===== src/rtl/multicycle_ctrl_fsm.sv =====
// multicycle_ctrl_fsm: main control FSM of the multicycle RV32 core.
// Sequences FETCH..WB over the shared ALU datapath and drives every select
// and write enable. Build option BRANCH_BNE_EN adds bne (funct3=001) to the
// branch state, with pc_write = ~zero for that encoding.
module multicycle_ctrl_fsm #(
  parameter int STATE_W = 4
) (
  input  logic               clk,
  input  logic               rst_n,
  input  logic [6:0]         opcode,
  input  logic [2:0]         funct3,
  input  logic               funct7b5,
  input  logic               zero,
  output logic               pc_write,
  output logic               adr_src,
  output logic               mem_write,
  output logic               ir_write,
  output logic               reg_write,
  output logic [1:0]         result_src,
  output logic [1:0]         alu_src_a,
  output logic [1:0]         alu_src_b,
  output logic [1:0]         imm_src,
  output logic [1:0]         alu_sel,
  output logic               alu_cin,
  output logic               illegal_instr,
  output logic [STATE_W-1:0] state
);

  typedef enum logic [STATE_W-1:0] {
    S_FETCH    = STATE_W'(0),
    S_DECODE   = STATE_W'(1),
    S_MEMADR   = STATE_W'(2),
    S_MEMREAD  = STATE_W'(3),
    S_MEMWB    = STATE_W'(4),
    S_MEMWRITE = STATE_W'(5),
    S_EXECR    = STATE_W'(6),
    S_ALUWB    = STATE_W'(7),
    S_EXECI    = STATE_W'(8),
    S_JAL      = STATE_W'(9),
    S_BEQ      = STATE_W'(10)
  } state_e;

  localparam logic [6:0] OP_LW  = 7'b0000011;
  localparam logic [6:0] OP_SW  = 7'b0100011;
  localparam logic [6:0] OP_R   = 7'b0110011;
  localparam logic [6:0] OP_I   = 7'b0010011;
  localparam logic [6:0] OP_JAL = 7'b1101111;
  localparam logic [6:0] OP_BR  = 7'b1100011;

  state_e state_q, state_d;

  // Ungated enables; the write enables are masked by rst_n at the ports.
  logic pc_write_c, mem_write_c, ir_write_c, reg_write_c;

  logic       alu_f3_ok, br_f3_ok, br_taken;
  logic [1:0] f_sel;
  logic       f_cin;

  // Operand-class legality and the funct3 -> ALU control mapping.
  always_comb begin
    alu_f3_ok = (funct3 == 3'b000) || (funct3 == 3'b010) ||
                (funct3 == 3'b110) || (funct3 == 3'b111);
`ifdef BRANCH_BNE_EN
    br_f3_ok  = (funct3 == 3'b000) || (funct3 == 3'b001);
    br_taken  = funct3[0] ? ~zero : zero;
`else
    br_f3_ok  = (funct3 == 3'b000);
    br_taken  = zero;
`endif
    f_sel = 2'b00;
    f_cin = 1'b0;
    case (funct3)
      3'b010:  begin f_sel = 2'b01; f_cin = 1'b1; end
      3'b110:  f_sel = 2'b10;
      3'b111:  f_sel = 2'b11;
      default: begin f_sel = 2'b00; f_cin = 1'b0; end
    endcase
  end

  // Immediate format follows the opcode in every state.
  always_comb begin
    case (opcode)
      OP_SW:   imm_src = 2'b01;
      OP_BR:   imm_src = 2'b10;
      OP_JAL:  imm_src = 2'b11;
      default: imm_src = 2'b00;
    endcase
  end

  // State register; reset aborts whatever instruction is in flight.
  always_ff @(posedge clk or negedge rst_n) begin
    if (!rst_n) state_q <= S_FETCH;
    else        state_q <= state_d;
  end

  // Next state and Moore decode (pc_write also uses zero in the branch state).
  always_comb begin
    state_d       = state_q;
    pc_write_c    = 1'b0;
    adr_src       = 1'b0;
    mem_write_c   = 1'b0;
    ir_write_c    = 1'b0;
    reg_write_c   = 1'b0;
    result_src    = 2'b00;
    alu_src_a     = 2'b00;
    alu_src_b     = 2'b00;
    alu_sel       = 2'b00;
    alu_cin       = 1'b0;
    illegal_instr = 1'b0;
    case (state_q)
      S_FETCH: begin
        ir_write_c = 1'b1;
        pc_write_c = 1'b1;
        alu_src_b  = 2'b10;
        result_src = 2'b10;
        state_d    = S_DECODE;
      end
      S_DECODE: begin
        // ALUOut captures OldPC + imm, the branch/jump target.
        alu_src_a = 2'b01;
        alu_src_b = 2'b01;
        state_d   = S_FETCH;
        case (opcode)
          OP_LW, OP_SW: state_d = S_MEMADR;
          OP_R:         if (alu_f3_ok) state_d = S_EXECR; else illegal_instr = 1'b1;
          OP_I:         if (alu_f3_ok) state_d = S_EXECI; else illegal_instr = 1'b1;
          OP_JAL:       state_d = S_JAL;
          OP_BR:        if (br_f3_ok) state_d = S_BEQ; else illegal_instr = 1'b1;
          default:      illegal_instr = 1'b1;
        endcase
      end
      S_MEMADR: begin
        alu_src_a = 2'b10;
        alu_src_b = 2'b01;
        state_d   = (opcode == OP_LW) ? S_MEMREAD : S_MEMWRITE;
      end
      S_MEMREAD: begin
        adr_src = 1'b1;
        state_d = S_MEMWB;
      end
      S_MEMWB: begin
        result_src  = 2'b01;
        reg_write_c = 1'b1;
        state_d     = S_FETCH;
      end
      S_MEMWRITE: begin
        adr_src     = 1'b1;
        mem_write_c = 1'b1;
        state_d     = S_FETCH;
      end
      S_EXECR: begin
        alu_src_a = 2'b10;
        alu_sel   = f_sel;
        alu_cin   = (funct3 == 3'b000) ? funct7b5 : f_cin;
        state_d   = S_ALUWB;
      end
      S_EXECI: begin
        // No subi: funct3=000 is always an add here.
        alu_src_a = 2'b10;
        alu_src_b = 2'b01;
        alu_sel   = f_sel;
        alu_cin   = f_cin;
        state_d   = S_ALUWB;
      end
      S_ALUWB: begin
        reg_write_c = 1'b1;
        state_d     = S_FETCH;
      end
      S_JAL: begin
        // PC <= target from ALUOut while the ALU forms OldPC+4 for rd.
        alu_src_a  = 2'b01;
        alu_src_b  = 2'b10;
        pc_write_c = 1'b1;
        state_d    = S_ALUWB;
      end
      S_BEQ: begin
        alu_src_a  = 2'b10;
        alu_cin    = 1'b1;
        pc_write_c = br_taken;
        state_d    = S_FETCH;
      end
      default: state_d = S_FETCH;
    endcase
  end

  // Write enables are held off for as long as reset is asserted.
  assign pc_write  = pc_write_c  & rst_n;
  assign mem_write = mem_write_c & rst_n;
  assign ir_write  = ir_write_c  & rst_n;
  assign reg_write = reg_write_c & rst_n;
  assign state     = state_q;

endmodule

===== config.mk =====
export PLATFORM = sky130hd
export DESIGN_NAME = multicycle_ctrl_fsm
export DESIGN_NICKNAME = d
export VERILOG_FILES = /design/src/rtl/multicycle_ctrl_fsm.sv
export SDC_FILE = /design/constraint.sdc
export NUM_CORES = 1
export LEC_CHECK = 0
export ABC_AREA = 1
export ABC_CLOCK_PERIOD_IN_PS = 1550
export CORE_MARGIN = 2
export CORE_UTILIZATION = 39
export CTS_BUF_LIST = sky130_fd_sc_hd__clkbuf_8
export CTS_CLUSTER_SIZE = 30
export DETAILED_ROUTE_END_ITERATION = 16
export PLACE_DENSITY_LB_ADDON = 0.2
export SYNTH_ARGS = -nofsm -noshare
export SYNTH_HDL_FRONTEND = slang
export SYNTH_SLANG_ARGS = --single-unit
export TNS_END_PERCENT = 1

===== constraint.sdc =====
create_clock -name clk -period 1.55 [get_ports clk]
set_input_delay 0.155 -clock clk [delete_from_list [all_inputs] [get_ports clk]]
set_output_delay 0.155 -clock clk [all_outputs]
set_load 0.02 [all_outputs]

==> results.md, run 1 <==
- The flow ran to the end, but the final reports show violations.
- The checks that failed: setup timing.
- The total placed instance area is about 0.0012 mm2.
- After synthesis, the netlist uses 23 different library cells.
- After clock tree synthesis, the clock-pin slew on the worst setup and hold paths is around 0.03 ns.
- The setup TNS is -0.124 ns.
- After detailed routing, the number of remaining DRC violations is 0.
- In the layout the commonest cells are buf_4, nand2_1, inv_1, clkdlybuf4s50_1, buf_2.
- The routed layout has just over 1,000 vias.
- In this run the tightest slew margin relative to its limit is 84.4%.
- The number of nets handed over by synthesis was about 120.
- The number of buffers on the longest clock path is 2.
- The largest total area in the synthesized netlist belongs to dfrtp_1.
- Buffers placed on the I/O ports in this run total 34.
- The register with the most flip-flops in the layout has 4 of them.
- The starting density of the core is a little over 40%.
- The portion of the clock cycle consumed by the worst path in the final layout is 104%.
- The area used by sequential logic in the layout is a little over 100 um2.
- The clock tree from TritonCTS is done.
- For the worst-skew pair, the clock arrives at the later sink with an insertion delay of around 0.21 ns.
- The slack of the critical path is -0.0553 ns.
- STA classifies the critical path startpoint as an input port.
- The floorplan has 14 rows.
- The leakage power is between 0.7 and 0.8 nW.
- The final non-filler cell area is 0.00127 mm2.
- The number of global-route vias before repair is about 1,000.
- The synthesized design devotes to its leading area cell type roughly 16% of total area.
- The number of synthesized register bits is 4.
- The initial antenna violation count is 0.
- The clock sink count is 4.
- Dividing the detail-routed via count by the number of cells gives roughly 5.3.
- For this run, the slowest stage of the critical path takes between 0.4 and 0.5 ns.
- Pin placement for this block handled 35 I/O pins.
- Before antenna repair, the detailed router went through 4 iterations.
- The number of fill cells in the layout is 87.
- The repair_antennas step left the layout with diodes totalling 0.
- The time the worst path needs with I/O delays and setup is 1.61 ns.
- The count of routing violations after the opening detailed-route iteration is 27.
- The critical path arrival is around 1.5 ns.
- The tightest min-delay check is of the in2async type.
- The final layout contains between 150 and 200 nets.
- The placeable core area is 0.00149 mm2.
- From left edge to right edge, the die measures roughly 44 um.
- The total congestion overflow after global routing is 0.
- The final number of hold-violating endpoints came to 0.
- The area occupied by multi-input gates is ~480 um2.
- The worst supply voltage drop on vdd is 0.758 mV.
- The height of the die is ~44 um.
- In this run the power density over the cells is about 650 mW/mm2.
- Setup violations remaining at the end of the flow were counted as 3.
- The detail route stage leaves a number of antenna-violating nets equal to 0.
- The number of instances in the synthesized netlist is 109.
- The count of hold-fix buffers inserted at cts is 0.
- CTS built an H-tree with a depth of 1.
- The routed design has roughly 2700 um of wire.
- Traced cell by cell, the critical path runs through clkdlybuf4s50_1, nand2_2, nor2_2, nand2_2, nand3_2, nand3_1, nand2_1, inv_1, buf_2.
- The area growth from synthesis to layout is 109%.
- Setup repair after global routing could not meet its margin everywhere.
- The slowest stage of the critical path belongs to the cell clkdlybuf4s50_1.
- Measured on the finished design, the core utilization comes to 85.4%.
- The tool flagged a number of max-cap violations equal to 0.
- Summing the sequential cell areas from Yosys gives 16.4% of the chip area.
- Global routing consumed, over all layers together, 28.7% of the routing resources.
- The number of warnings reported in the yosys synthesis log is 0.
- The placed wire-length estimate is between 1500 and 2000 um.
- The cell occurring most often along the worst timing path is nand2_2.
- At the pin with the least slew margin, the transition time is 0.233 ns.
- The routed wirelength normalized by instance count is 13.9 um.
- The timing-limited maximum frequency is 623 MHz.
- The congestion estimate from routability-driven global placement came to about 0.82.
- The clock root buffer is clkbuf_8.
- The per-instance average area after synthesis is about 5.6 um2.
- Leaving out fill and tap cells, the most frequent cell in the layout is buf_4.
- Entering global routing, the biggest net connects 9 pins.
- The type of the worst setup path is in2out.
- In this run the worst path has a maximum fanout of 4.
- By area the synthesized netlist is led by dfrtp_1, nand2_1, inv_1, nor2_2, nor2_1.
- The synthesized netlist occupies a cell area of 609 um2.
- The number of pins with negative max-slew slack in the final report came to 0.
- The die covers roughly 0.0019 mm2.
- The element type at the critical path end is a primary output.
- The post-route netlist has 49.4% of its cells at a drive strength greater than 1.
- STA puts the critical path data required time at 1.39 ns.
- The number of buffers created by CTS is 3.
- The worst-case clock skew is 0.00139 ns.
- The first global-routing pass estimated roughly 4100 um of wire.
timing repair:
item	CTS	global route
setup endpoints to repair	17	17
pin swaps	2	6
buffers inserted	0	5
gates cloned	0	0
gates resized for setup	61	36
per-layer routing:
layer	wire length (um)	up-vias	part of all wire, %	GRT usage (%)
met3	126	6	4.6	2.92
met1	1040	478	38	30.0
li1	-	488	-	-
met4	53	0	1.9	9.70
met2	1510	58	55	57.9
met5	0	-	0	0
cell usage after synthesis (all sizes together):
library cell  number
nor3               4
or3                1
a21boi             1
nand3b             1
o21ai              6
nand3              8
nand2             29
nand4              4
dfrtp              4
a31oi              1
a21oi              3
o211ai             1
and2               1
inv               23
nor2              21
o22ai              1
cells by family (layout without fill, tap and decap cells):
family,after synthesis,in the layout,synth area share (%)
compound gates,13,13,13.1
buf+inv,23,94,14.2
flops,4,4,16.4
simple gates,69,69,56.3
stage by stage:
| stage | hold slack [ns] | setup slack [ns] | total power (W) | instances |
|---|---|---|---|---|
| 6_report | 0.230 | -0.0553 | 0.000820 | 196 |
| 5_1_grt | 0.245 | -0.127 | 0.000864 | 196 |
| 4_1_cts | 0.233 | -0.164 | 0.000831 | 191 |
| 3_5_place_dp | 0.458 | -0.501 | 0.000633 | 188 |
| 3_3_place_gp | 0.453 | -0.446 | 0.000620 | 188 |
| 2_1_floorplan | -0.141 | 0.0476 | 0.000358 | 109 |
where the power goes:
part	switching, W	total (W)	leakage (nW)	internal, W
clock	0.0000523	0.000218	0.0216	0.000165
sequential	0.0000133	0.000127	0.0534	0.000114
combinational	0.000271	0.000475	0.680	0.000205
path summary, 6_finish.rpt:
path / start / end / slack (ns) / cells past startpoint
min: rst_n / state[3] / 0.23 / 2
min in group clk: opcode[5] / state[2] / 0.43 / 4
min reg2reg: state[0] / state[0] / 0.81 / 4
max: opcode[1] / illegal_instr / -0.06 / 9
max in group asynchronous: rst_n / state[2] / 1.20 / 2
max reg2reg: state[3] / state[0] / 0.17 / 9
final cells by class:
cell class	instances	share of cell area (%)
Tap cell	16	1.57
Clock buffer	3	3.25
Multi-Input combinational cell	82	37.9
Timing Repair Buffer	68	42.5
Inverter	23	6.79
Sequential cell	4	7.97
worst max-delay path: cells and delay by family:
kind                   cells  cell delay [ns]
buffers and inverters      3             0.67
AND/OR/NAND/NOR            6             0.62
No activity file was read; power rests on OpenSTA's default activity.
==> run 2: changes to the inputs <==
--- a/config.mk
+++ b/config.mk
@@ -12,6 +12,7 @@
 export CTS_BUF_LIST = sky130_fd_sc_hd__clkbuf_8
 export CTS_CLUSTER_SIZE = 30
 export DETAILED_ROUTE_END_ITERATION = 16
+export GPL_TIMING_DRIVEN = 0
 export PLACE_DENSITY_LB_ADDON = 0.2
 export SYNTH_ARGS = -nofsm -noshare
 export SYNTH_HDL_FRONTEND = slang
==> run 2 against run 1 <==
Net effect:
- the run still ends with setup timing left
- clock skew fell by 0.00067 ns
- combinational power fell by 22%
- die area did not move
- critical endpoint is now alu_src_a[1]
- largest power group unchanged
==> results.md, run 2 (synthesis gave the netlist of run 1 again) <==
- Setup violations remaining at the end of the flow were counted as 1.
- The post-route netlist has about 36% of its cells at a drive strength greater than 1.
- For the worst setup path, the data required time is 1.39 ns.
- The routed wirelength normalized by instance count is about 11 um.
- The number of violations of the max-capacitance limit is 0.
- At the later pin of the worst-skew pair, clock insertion delay measures between 0.2 and 0.25 ns.
- The number of antenna diodes in the final layout is 0.
- The via count is around 850.
- Setup repair after global routing could not meet its margin everywhere.
- The worst path uses 103% of the clock period.
- The number of flip-flops under the largest register name is 4.
- In the layout the commonest cells are nand2_1, inv_1, clkdlybuf4s50_1, nor2_1, nand3_1.
- The final reports fail on setup timing.
- The timing-limited maximum frequency is 626 MHz.
- The number of I/O pins is 35.
- The critical path arrival is ~1.4 ns.
- The die covers 0.00189 mm2.
- The count of nets left with antenna violations once routing finished came out at 0.
- The largest net degree at the start of global routing is 9.
- The cell depth of the worst flop-to-flop path is 7.
- The number of fill cells in the layout is ~120.
- The initial antenna violation count is 0.
- At the pin with the least slew margin, the transition time is around 0.22 ns.
- The element type at the critical path end is a primary output.
- The first TritonRoute pass finished after 4 iterations.
- For this run, the share of the core covered by cells in the final layout is 70.5%.
- The run finished, with violations left.
- The first-pass GRT wire length is approximately 2800 um.
- The final number of hold-violating endpoints is 0.
- The number of buffers created by CTS is 3.
- The die is ~44 um tall.
- The number of placement rows is 14.
- The clock slew at the register clock pins of the worst setup and hold paths is roughly 0.03 ns.
- The tree is rooted in a clkbuf_8.
- The floorplan step defined a core boundary enclosing 0.00149 mm2.
- The number of global-route vias before repair is between 700 and 800.
- In this run the critical register-to-register path is launched from state[3].
- The clock tree from TritonCTS is done.
- The net count of the finished layout is 164.
- In this run the number of H-tree levels came out at 1.
- The clock passes through at most 2 buffers.
- The sort of element at the start of the critical path is a register.
- CTS saw 4 sinks.
- The time the worst path needs with I/O delays and setup is 1.60 ns.
- The routability congestion estimate is approximately 0.84.
- Setup total negative slack on the finished layout was measured at -0.0482 ns.
- The type of the worst setup path is reg2out.
- The number of pins with negative max-slew slack in the final report is 0.
- Input and output buffers added on the ports amount to 34.
- Leaving out fill and tap cells, the most frequent cell in the layout is nand2_1.
- In the final layout, the multi-input gates occupy about 480 um2.
- The leakage power is roughly 0.58 nW.
- In this run the register-to-register setup slack is ~0.32 ns.
- Dividing the detail-routed via count by the number of cells gives about 5.2.
- The post-placement setup slack is -0.521 ns.
- Global routing finished with a remaining overflow of 0.
- The total length of routed wires is 1760 um.
- IR analysis of the VDD net gives a maximum drop of about 0.86 mV.
- The maximum fanout along the worst path is 3.
- Across all setup checks in the final design, the least slack found is -0.0482 ns.
- Clock skew on the completed layout was measured at between 0.0007 and 0.0008 ns.
- The starting density of the core is roughly two fifths.
- The placed wire-length estimate is roughly 1300 um.
- Dividing total power by cell area gives a power density of roughly 690 mW/mm2.
- In the routed design, unresolved DRC markers number 0.
- The total track usage is slightly below 20%.
- In this run the critical register-to-register path is captured at state[0].
- Relative to the synthesized area, the layout overhead comes to 72.3%.
- Measured against its own limit, the worst slew margin works out to between 80% and 90%.
- Registers take 105 um2.
- The die extent in x is around 44 um.
- In this run the worst hold path is classified as in2async.
- After the first detailed-routing iteration, the DRC count stood at 15.
run 2: cell count changes in the layout (fill, tap and decap cells not counted), sizes merged:
cell / delta
clkbuf: +4
dlygate4sd2: +3
buf: -40
dlygate4sd3: +1
clkdlybuf4s15: +1
clkdlybuf4s50: -1
run 2: worst max path at each step:
stage	startpoint	endpoint	slack, ns	cells after the start
after detailed placement	opcode[5]	illegal_instr	-0.52	9
after floorplan	state[2]	pc_write	0.05	5
after global routing	state[1]	alu_src_a[1]	-0.09	6
after CTS	opcode[6]	illegal_instr	-0.23	9
after global placement	opcode[5]	illegal_instr	-0.50	9
final	state[3]	alu_src_a[1]	-0.05	6
run 2: timing repair:
action	in CTS	in global routing
buffers inserted	0	1
resized for setup	48	41
endpoints found under the setup margin	17	16
hold endpoints to repair	0	4
hold buffers	0	1
pin swaps	0	8
run 2: per-stage QoR:
| step | power (W) | cells | area, um2 | hold WS [ns] |
|---|---|---|---|---|
| after floorplan | 0.000358 | 109 | 616 | -0.141 |
| after global placement | 0.000539 | 159 | 976 | 0.382 |
| after detailed placement | 0.000541 | 159 | 976 | 0.392 |
| after CTS | 0.000734 | 162 | 1040 | 0.166 |
| after global routing | 0.000774 | 164 | 1050 | 0.394 |
| final | 0.000724 | 164 | 1050 | 0.349 |
run 2: area by class of cell:
class	count	area share, %
multi-input combinational	82	45.6
timing repair buffer	36	30.0
sequential	4	10.0
inverter	23	8.46
clock buffer	3	3.93
tap	16	1.91
run 2: worst max-delay path, stage by stage (launching register included):
cell and delay (ns):
dfrtp_2 0.44, inv_4 0.09, nor2_4 0.05, inv_2 0.10, nor2_4 0.04, or3_4 0.36
buf_6 0.14
run 2: report_power, final:
group / switching, W / total (W) / internal, W
Combinational: 0.000228 / 0.000369 / 0.000141
Clock: 0.0000500 / 0.000215 / 0.000165
Sequential: 0.0000243 / 0.000140 / 0.000116
Total: 0.000302 / 0.000724 / 0.000422
run 2: metal layers:
layer  GRT usage [%]  vias up  wire length (um)
met4            6.06        0                26
li1                -      426                 -
met5               0        -                 0
met1            21.6      376               727
met3            4.17        4               134
met2            36.4       40               877
==> run 3: changes to the inputs <==
--- a/config.mk
+++ b/config.mk
@@ -8,12 +8,11 @@
 export ABC_AREA = 1
 export ABC_CLOCK_PERIOD_IN_PS = 1550
 export CORE_MARGIN = 2
-export CORE_UTILIZATION = 39
-export CTS_BUF_LIST = sky130_fd_sc_hd__clkbuf_8
+export CORE_UTILIZATION = 37
 export CTS_CLUSTER_SIZE = 30
 export DETAILED_ROUTE_END_ITERATION = 16
 export GPL_TIMING_DRIVEN = 0
-export PLACE_DENSITY_LB_ADDON = 0.2
+export PLACE_DENSITY = 0.78
 export SYNTH_ARGS = -nofsm -noshare
 export SYNTH_HDL_FRONTEND = slang
 export SYNTH_SLANG_ARGS = --single-unit
==> run 3 against run 2 <==
Net effect:
- the run still ends with setup timing left
- final area up 1.2%
- sequential cell count unchanged
- clock power down 41%
- fmax down 2.8%
- critical path depth rose by 1
- core utilization decreased by 0.80 points
- critical path type unchanged
==> results.md, run 3 (synthesis gave the netlist of run 1 again) <==
- The sort of element at the start of the critical path is a register.
- The number of design rule violations left after detail routing is 0.
- Wires add up to between 2000 and 2500 um.
- The final design utilization is 69.7%.
- The worst-case IR drop observed on VDD is ~0.50 mV.
- In this run the tightest slew margin relative to its limit is 85.5%.
- Subtracting the final worst setup slack from the clock period gives 1.64 ns.
- The repair_antennas step left the layout with diodes totalling 0.
- The latest clock arrival within the worst-skew pair is 0.23 ns.
- The critical path goes through inv_2, nand2_4, inv_2, nand2_4, nand2_4, or3_4, buf_6.
- Max-cap violations in this run came to 0.
- The leading cell type in the layout, fill and taps excluded is nand2_1.
- The combinational group share of total power is around three fifths.
- The final reports fail on setup timing.
- The placed wire-length estimate is 1390 um.
- The register with the most flip-flops in the layout has 4 of them.
- Cell internal power was estimated by the tool at 0.000346 W.
- The first-pass GRT wire length is approximately 2800 um.
- Net switching is approximately 46% of the power.
- For this run the aggregate overflow at the end of global routing stands at 0.
- The largest individual stage delay along the critical path comes from the cell dfrtp_1.
- In the final layout, flip-flops and latches occupy around 100 um2.
- The clock root buffer is clkbuf_4.
- Entering global routing, the biggest net connects 9 pins.
- The number of iterations in the first detailed-routing pass is 4.
- The die outline area is slightly below 0.002 mm2.
- In the final layout, the multi-input gates occupy between 400 and 500 um2.
- The final critical path takes up 106% of the cycle.
- The count of placed standard cells in the final layout, fillers left out is 169.
- The final number of hold-violating endpoints was 0.
- The number of global-route vias before repair is 678.
- The number of pins with negative max-slew slack in the final report is 0.
- Input and output buffers added on the ports amount to 34.
- The height of the die is around 45 um.
- The layout-stage area growth over the synthesis result is 74.3%.
- The initial antenna violation count is 0.
- The kind of cell with the highest combined delay along the critical path is simple AND/OR/NAND/NOR gates.
- In the layout the commonest cells are nand2_1, inv_1, clkdlybuf4s50_1, buf_2.
- The relative contribution of sequential cells to total power is a little over a fifth.
- For this configuration, the core starts out at a cell density of about two fifths.
- The power share of the clock group is 19.6%.
- Buffers inserted during clock tree synthesis total 3.
- The total placed cells including tap cells is ~160.
- Setup slack on the critical path of the routed design comes to -0.0945 ns.
- The number of buffers on the longest clock path is 2.
- The clock arrives with about 0.0067 ns of skew.
- In the final design database the tool counted 169 nets.
- The share of layout cells above drive strength 1 is approximately two fifths.
- For this run, the top clock speed supported by timing is 608 MHz.
- The switching power is approximately 0.00030 W.
- The required time of the critical path is between 1 and 1.5 ns.
- For this design the top-level I/O count stands at 35.
- The flow ran to the end, but the final reports show violations.
- Setup repair after global routing could not meet its margin everywhere.
- The clock net in this run drives a total of 4 sinks.
- The per-cell via count in the routed design is 5.10.
- The layout has 142 filler cells.
- The number of antenna-violating nets in the routed design is 0.
- By instance count, the cell type seen most on the critical path is nand2_4.
- The type of the worst setup path is reg2out.
- Dividing the detail-routed wire length by the instance count gives approximately 12 um.
- For this design the ratio of total power to cell area is just over 600 mW/mm2.
- The critical path arrival is 1.49 ns.
- The design draws about 0.00064 W.
- The type of the tightest min-delay check is in2async.
- Global routing used 19.0% of the available tracks across all layers.
- The routability congestion estimate is roughly 0.81.
- Summed over all cells, the static leakage comes to ~0.60 nW.
- In this run the number of H-tree levels came out at 1.
- The clock tree from TritonCTS is done.
- The maximum fanout along the worst path is 4.
- The worst path buffer plus inverter count is 3.
- For this block, the initial DRC count from the detailed router was 12.
- At the pin with the least slew margin, the transition time is about 0.22 ns.
- The die extent in x is 44.6 um.
- The element type at the critical path end is a primary output.
- The detailed router placed roughly 860 vias in this run.
- The delay of the slowest critical-path stage is around 0.41 ns.
- The clock slew at the register clock pins of the worst setup and hold paths is about 0.04 ns.
- The floorplan step defined a core boundary enclosing ~0.0015 mm2.
- The initialized floorplan defines 14 standard-cell rows.
- The final number of setup-violating endpoints is 3.
[run 3: worst register-to-register path: cells and delay by family (launching register included)]
kind,cells,cell delay [ns]
flops,1,0.41
simple gates,4,0.33
buf+inv,4,0.31
compound gates,1,0.17
[run 3: layout make-up]
cell class | instances | area share, %
sequential | 4 | 9.78
tap | 16 | 1.88
inverter | 23 | 8.13
timing repair buffer | 41 | 31.8
clock buffer | 3 | 2.12
multi-input combinational | 82 | 46.3
[run 3: final timing paths]
| kind | startpoint | endpoint | slack [ns] | cells after the start |
|---|---|---|---|---|
| worst max-delay path | state[3] | alu_src_a[1] | -0.09 | 7 |
| worst min-delay path | rst_n | state[3] | 0.13 | 1 |
| worst max register to register | state[3] | state[0] | 0.22 | 9 |
| worst min register to register | state[3] | state[0] | 0.69 | 3 |
| max in group asynchronous | rst_n | state[1] | 1.21 | 1 |
| min in group clk | opcode[6] | state[3] | 0.32 | 4 |
[run 3: through the flow]
step                      setup slack, ns  cell area, um2  hold slack (ns)  TNS [ns]
after floorplan                    0.0476             616           -0.141         0
final                             -0.0945            1060            0.134    -0.215
after global routing               -0.173            1060            0.149    -0.788
after CTS                          -0.201            1020            0.135    -0.614
after detailed placement           -0.554             976            0.387     -4.33
after global placement             -0.522             976            0.383     -3.99
[run 3: timing repair]
item	CTS	global route
hold buffers	0	0
gates resized for setup	61	35
cloned	0	0
pin swaps	2	5
setup buffers	1	6
setup endpoints to repair	17	16
[run 3: power by group through the flow]
stage	Clock, W	Sequential (W)	Combinational (W)
CTS	0.000132	0.000139	0.000383
global placement	0	0.000134	0.000407
floorplan	0	0.000143	0.000215
finish	0.000126	0.000142	0.000376
global route	0.000138	0.000145	0.000413
detailed placement	0	0.000135	0.000410
[run 3: per-layer routing]
layer  GRT usage [%]  part of all wire [%]  wire length [um]
met5               0                     0                 0
met4            6.67                  0.95                19
met3            2.86                   6.6               132
met2            32.5                    53              1070
met1            23.8                    39               788
